$ cat src/rtl/ahb_master_arbiter.sv
// Round-robin AHB master arbiter in front of the AHB-to-APB bridge slave port.
// Owns bus grant, the address-phase and data-phase muxes, and a bounded
// locked-transfer hold so a locking master cannot starve the others.
module ahb_master_arbiter #(
   parameter int WIDTH    = 32,
   parameter int MASTERS  = 4,
   parameter int MAX_LOCK = 16
) (
   input  logic                       Hclk,
   input  logic                       Hresetn,
   input  logic [MASTERS-1:0]         Hbusreq,
   input  logic [MASTERS-1:0]         Hlock,
   input  logic [2*MASTERS-1:0]       Htrans_m,
   input  logic [WIDTH*MASTERS-1:0]   Haddr_m,
   input  logic [MASTERS-1:0]         Hwrite_m,
   input  logic [3*MASTERS-1:0]       Hsize_m,
   input  logic [WIDTH*MASTERS-1:0]   Hwdata_m,
   input  logic                       Hreadyout,
   output logic [MASTERS-1:0]         Hgrant,
   output logic [1:0]                 Hmaster,
   output logic                       Hmastlock,
   output logic [1:0]                 Htrans,
   output logic [WIDTH-1:0]           Haddr,
   output logic                       Hwrite,
   output logic [2:0]                 Hsize,
   output logic [WIDTH-1:0]           Hwdata,
   output logic                       Hreadyin
);

   localparam int              LCW        = $clog2(MAX_LOCK + 1);
   localparam logic [LCW-1:0]  LOCK_LIMIT = LCW'(MAX_LOCK);
   localparam logic [1:0]      TRANS_IDLE = 2'b00;

   // Per-master views of the packed request buses
   logic [1:0]       trans_arr [MASTERS];
   logic [WIDTH-1:0] addr_arr  [MASTERS];
   logic [2:0]       size_arr  [MASTERS];
   logic [WIDTH-1:0] wdata_arr [MASTERS];

   genvar gi;
   generate
      for (gi = 0; gi < MASTERS; gi++) begin : g_unpack
         assign trans_arr[gi] = Htrans_m[2*gi +: 2];
         assign addr_arr[gi]  = Haddr_m[WIDTH*gi +: WIDTH];
         assign size_arr[gi]  = Hsize_m[3*gi +: 3];
         assign wdata_arr[gi] = Hwdata_m[WIDTH*gi +: WIDTH];
      end
   endgenerate

   // Ownership state
   logic [MASTERS-1:0] grant_q, grant_d;
   logic [1:0]         hmaster_q, hmaster_d;
   logic [1:0]         data_owner_q, data_owner_d;
   logic [LCW-1:0]     lock_cnt_q, lock_cnt_d;

   // Decode helpers
   logic       busreq_own;
   logic       lock_own;
   logic       others_req;
   logic       lock_hold;
   logic       boundary;
   logic       owner_change;
   logic [1:0] rr_pick;
   logic       rr_found;
   logic [2:0] cand;

   assign busreq_own = Hbusreq[hmaster_q];
   assign lock_own   = Hlock[hmaster_q];
   assign others_req = |(Hbusreq & ~grant_q);
   assign lock_hold  = lock_own && (lock_cnt_q < LOCK_LIMIT);
   assign boundary   = Hreadyout
                       && ((trans_arr[hmaster_q] == TRANS_IDLE) || !busreq_own)
                       && !lock_hold;

   // Round-robin search: first requester after the owner, wrapping back to the owner
   always_comb begin
      rr_pick  = 2'd0;
      rr_found = 1'b0;
      cand     = 3'd0;
      for (int k = 1; k <= MASTERS; k++) begin
         cand = {1'b0, hmaster_q} + 3'(k);
         if (cand >= 3'(MASTERS)) begin
            cand = cand - 3'(MASTERS);
         end
         if (!rr_found && Hbusreq[cand[1:0]]) begin
            rr_found = 1'b1;
            rr_pick  = cand[1:0];
         end
      end
   end

   // Next owner, data-phase owner and lock counter
   always_comb begin
      hmaster_d    = hmaster_q;
      data_owner_d = data_owner_q;
      lock_cnt_d   = lock_cnt_q;
      grant_d      = '0;

      if (boundary) begin
         // With nobody asking the bus parks on master 0
         hmaster_d = rr_found ? rr_pick : 2'd0;
      end
      grant_d[hmaster_d] = 1'b1;

      // Write data follows whoever owned the address phase just accepted
      if (Hreadyout) begin
         data_owner_d = hmaster_q;
      end

      owner_change = (hmaster_d != hmaster_q);
      if (owner_change || !lock_own) begin
         lock_cnt_d = '0;
      end else if (others_req && (lock_cnt_q != LOCK_LIMIT)) begin
         lock_cnt_d = lock_cnt_q + LCW'(1);
      end
   end

   // State registers; reset parks the bus on master 0 without any flush
   always_ff @(posedge Hclk or negedge Hresetn) begin
      if (!Hresetn) begin
         grant_q      <= MASTERS'(1);
         hmaster_q    <= 2'd0;
         data_owner_q <= 2'd0;
         lock_cnt_q   <= '0;
      end else begin
         grant_q      <= grant_d;
         hmaster_q    <= hmaster_d;
         data_owner_q <= data_owner_d;
         lock_cnt_q   <= lock_cnt_d;
      end
   end

   assign Hgrant    = grant_q;
   assign Hmaster   = hmaster_q;
   assign Hmastlock = lock_own && (lock_cnt_q != LOCK_LIMIT);
   assign Htrans    = trans_arr[hmaster_q];
   assign Haddr     = addr_arr[hmaster_q];
   assign Hwrite    = Hwrite_m[hmaster_q];
   assign Hsize     = size_arr[hmaster_q];
   assign Hwdata    = wdata_arr[data_owner_q];
   assign Hreadyin  = Hreadyout;

endmodule

$ cat config.mk
export PLATFORM = sky130hd
export DESIGN_NAME = ahb_master_arbiter
export DESIGN_NICKNAME = d
export VERILOG_FILES = /design/src/rtl/ahb_master_arbiter.sv
export SDC_FILE = /design/constraint.sdc
export NUM_CORES = 1
export LEC_CHECK = 0
export ABC_AREA = 1
export CORE_AREA = 5 5 139 141
export CTS_CLUSTER_SIZE = 28
export DETAILED_ROUTE_END_ITERATION = 7
export DIE_AREA = 0 0 144 146
export GPL_TIMING_DRIVEN = 0
export HOLD_SLACK_MARGIN = 0.12
export MAX_ROUTING_LAYER = met4
export PLACE_DENSITY = 0.54
export REMOVE_ABC_BUFFERS = 1
export SLEW_MARGIN = 10
export SYNTH_ARGS = -nofsm -noshare
export SYNTH_HDL_FRONTEND = slang
export SYNTH_SLANG_ARGS = --single-unit
$ cat constraint.sdc
create_clock -name Hclk -period 2.55 [get_ports Hclk]
set_input_delay 0.765 -clock Hclk [delete_from_list [all_inputs] [get_ports Hclk]]
set_output_delay 0.765 -clock Hclk [all_outputs]
set_load 0.005 [all_outputs]
==> run_summary.xml <==
<?xml version="1.0" encoding="UTF-8"?>
<metrics>
  <group name="cts">
    <metric name="ctsHtreeMaxLevel" unit="">1</metric>
    <metric name="clk_latency" unit="ns">0.24</metric>
    <metric name="ctsHoldBuffers" unit="">0</metric>
    <metric name="max-clock-path-buffers" unit="">2</metric>
    <metric name="cts_buffers" unit="">3</metric>
    <metric name="cts_tree" unit="">built</metric>
    <metric name="cts_sinks" unit="">13</metric>
    <metric name="clock_transition_at_the_registers_of_the_reported_paths" unit="ns">0.05</metric>
    <metric name="clock-root-buffer" unit="">clkbuf_16</metric>
  </group>
  <group name="setup_path">
    <metric name="timing.critical_path.slowest_cell_delay" unit="ns">0.46</metric>
    <metric name="worst-setup-path-type" unit="">in -&gt; out</metric>
    <metric name="critical_path_arrival" unit="ns">1.76</metric>
    <metric name="cp-start-kind" unit="">input port</metric>
    <metric name="ff2ff_path_depth" unit="">11</metric>
    <metric name="r2r_slack" unit="ns">0.44</metric>
    <metric name="cp-startpoint" unit="">Haddr_m[119]</metric>
    <metric name="crit_path_max_fanout" unit="">1</metric>
    <metric name="crit_slowest_cell" unit="">clkdlybuf4s50_1</metric>
    <metric name="crit_path_cell_trace" unit="">clkdlybuf4s50_1 -&gt; nor2_1 -&gt; o22ai_1 -&gt; dlygate4sd2_1</metric>
    <metric name="worstSetupEndpointType" unit="">primary output</metric>
    <metric name="required" unit="ns">1.79</metric>
    <metric name="regToRegStartpoint" unit="">Hmaster[0]</metric>
    <metric name="crit-reg2reg-capture" unit="">lock_cnt_q[1]</metric>
    <metric name="crit_end" unit="">Haddr[23]</metric>
  </group>
  <group name="sta">
    <metric name="finalClockSkew" unit="ns">0.000771</metric>
    <metric name="max_freq" unit="MHz">396</metric>
    <metric name="fin_worst_hold_slack" unit="ns">0.617</metric>
    <metric name="timing_max_transition_violations_final" unit="">0</metric>
    <metric name="final.min_clock_period" unit="ns">2.53</metric>
    <metric name="final_min_period_over_clock_period" unit="%">99.0</metric>
    <metric name="setup_violations" unit="">0</metric>
    <metric name="tightestPinTransition" unit="ns">0.621</metric>
    <metric name="final_hold_vios" unit="">0</metric>
    <metric name="max-slew-margin-rel" unit="%">58.5</metric>
  </group>
  <group name="floorplan">
    <metric name="fp.dieH" unit="microns">146</metric>
    <metric name="io-pin-count" unit="">369</metric>
    <metric name="initial_utilization" unit="%">16.6</metric>
    <metric name="fp.coreArea" unit="sq um">17800</metric>
    <metric name="die_area" unit="sq um">21000</metric>
    <metric name="die_w" unit="microns">144</metric>
    <metric name="rows" unit="">49</metric>
  </group>
  <group name="cells_and_area">
    <metric name="layout-area-overhead-vs-synth" unit="%">139</metric>
    <metric name="drive_gt1_share" unit="%">10.2</metric>
    <metric name="final_common_cell" unit="">clkdlybuf4s50_1</metric>
    <metric name="most-common-layout-cells" unit="">clkdlybuf4s50_1, nor2_1, o21ai_0, o22ai_1, nand2_1</metric>
    <metric name="final_net_count" unit="">1199</metric>
  </group>
  <group name="grt">
    <metric name="first_global_vias" unit="">5056</metric>
    <metric name="grt.overflow.total" unit="">0</metric>
    <metric name="grt_start_max_net_pins" unit="">89</metric>
    <metric name="number_of_antenna_violations_at_the_first_check_in_global_routing" unit="">1</metric>
    <metric name="first_pass_grt_wire_length" unit="microns">29500</metric>
    <metric name="grt_overall_usage" unit="%">18.3</metric>
  </group>
  <group name="route">
    <metric name="wl_per_cell" unit="microns">18.4</metric>
    <metric name="totalWireLength" unit="microns">20900</metric>
    <metric name="routed_via_density" unit="">4.51</metric>
    <metric name="drtIter0Drc" unit="">216</metric>
    <metric name="remaining_drc_errors" unit="">0</metric>
    <metric name="postRouteAntennaNets" unit="">0</metric>
    <metric name="dr_total_vias" unit="">5119</metric>
    <metric name="first_pass_iters" unit="">5</metric>
  </group>
  <group name="logic_synthesis">
    <metric name="syn_area_per_cell" unit="sq um">5.27</metric>
    <metric name="synth_top_cell_by_area" unit="">o21ai_0</metric>
    <metric name="synth_top_area_share" unit="%">23.7</metric>
    <metric name="synth.yosys.warnings" unit="">0</metric>
    <metric name="synth_area_leaders" unit="">o21ai_0, nor2_1, o22ai_1</metric>
    <metric name="synthesis.instances" unit="">560</metric>
    <metric name="yosysSeqAreaShare" unit="%">11.1</metric>
    <metric name="yosys_reg_bits" unit="">13</metric>
    <metric name="mappedNetlistArea" unit="sq um">2950</metric>
    <metric name="synthDistinctLibCells" unit="">31</metric>
  </group>
  <group name="run_status">
    <metric name="status" unit="">finished clean</metric>
  </group>
  <group name="placed_design">
    <metric name="place_hpwl" unit="microns">15800</metric>
    <metric name="placement.io_buffers" unit="">368</metric>
    <metric name="gp_congestion" unit="">0.846</metric>
  </group>
  <group name="power_and_ir_drop">
    <metric name="peakVddDrop" unit="V">0.000489</metric>
    <metric name="power.density" unit="nW/um^2">836</metric>
    <metric name="power.static_leakage" unit="nW">2.86</metric>
    <metric name="fin_total_pwr" unit="mW">5.91</metric>
  </group>
  <group name="min_path">
    <metric name="worst_hold_path_type" unit="">reg -&gt; reg</metric>
  </group>
  <group name="flow_run">
    <metric name="max_cap_violation_count" unit="">0</metric>
  </group>
</metrics>
routing by layer:
layer  up-vias  share of wire, %  wire (microns)  global-route usage (%)
li1       2621                 -               -                       -
met2       213                53           11100                    35.3
met1      2275                37            7820                    19.3
met5         -                 0               0                       -
met3        10               8.7            1820                    4.53
met4         0              0.75             157                    1.37
per-stage QoR:
step	area, sq um	worst slack (ns)	TNS [ns]	utilization (%)	std cells
after floorplan	2730	-0.661	-52.23	-	510
after global placement	6700	-2.82	-203.37	37.6	1107
after detailed placement	6810	-1.16	-44.56	38.2	1112
after CTS	7060	0.00297	0	39.6	1131
after global routing	7070	-0.00337	-0.00641	39.6	1135
final	7070	0.0243	0	39.6	1135
cells by family after synthesis:
logic type | synth area share (%)
AND/OR/NAND/NOR | 35.4
adder cells (fa/ha/maj) | 0.847
buffers and inverters | 11.5
AO/OA/AOI/OAI | 40.6
flip-flops | 11.1
XOR/XNOR | 0.593
flip-flops by register name (all words and copies together) (netlist names):
name / count
Hgrant: 4
lock_cnt_q: 5
data_owner_q: 2
Hmaster: 2
synthesized netlist by cell type, drive strengths merged:
cell type	instances
nor2	153
o21ai	142
o22ai	70
nand2	66
clkbuf	37
inv	29
nand3	19
buf	13
dfrtp	12
nor3	5
a21oi	4
nand4	4
ha	2
xor2	2
a21boi	1
dfstp	1
how the worst min path moves through the flow:
stage                        from            end  slack [ns]  cells past startpoint
CTS                 lock_cnt_q[4]  lock_cnt_q[4]        0.62                      3
floorplan                 Hresetn      Hgrant[1]        0.47                      0
global placement    lock_cnt_q[4]  lock_cnt_q[4]        0.60                      3
global route        lock_cnt_q[4]  lock_cnt_q[4]        0.66                      3
finish              lock_cnt_q[4]  lock_cnt_q[4]        0.62                      3
detailed placement  lock_cnt_q[3]  lock_cnt_q[3]        0.62                      3
cell type report:
type | count | area, sq um
Fill cell | 1933 | 10800
Timing Repair Buffer | 390 | 3880
Multi-Input combinational cell | 468 | 2310
Sequential cell | 13 | 339
Tap cell | 229 | 287
Inverter | 29 | 155
Clock buffer | 3 | 75.1
Timing Repair inverter | 1 | 7.51
Clock inverter | 1 | 5.00
Antenna cell | 1 | 2.50
timing repair:
item,CTS,global route
gates cloned,3,2
gates resized for setup,105,56
buffers inserted,12,1
setup endpoints to repair,72,40
pin swaps,7,8
where the power goes:
part	switching, mW	leakage (nW)	internal, mW
sequential	0.122	0.161	0.297
clock	0.0862	0.0409	0.208
combinational	2.80	2.66	2.39
critical path: cells and delay by family:
| kind | cells | cell delay, ns |
|---|---|---|
| buffers and inverters | 2 | 0.73 |
| AND/OR/NAND/NOR | 1 | 0.06 |
| AO/OA/AOI/OAI | 1 | 0.21 |
Power figures use the tool's default switching activity.
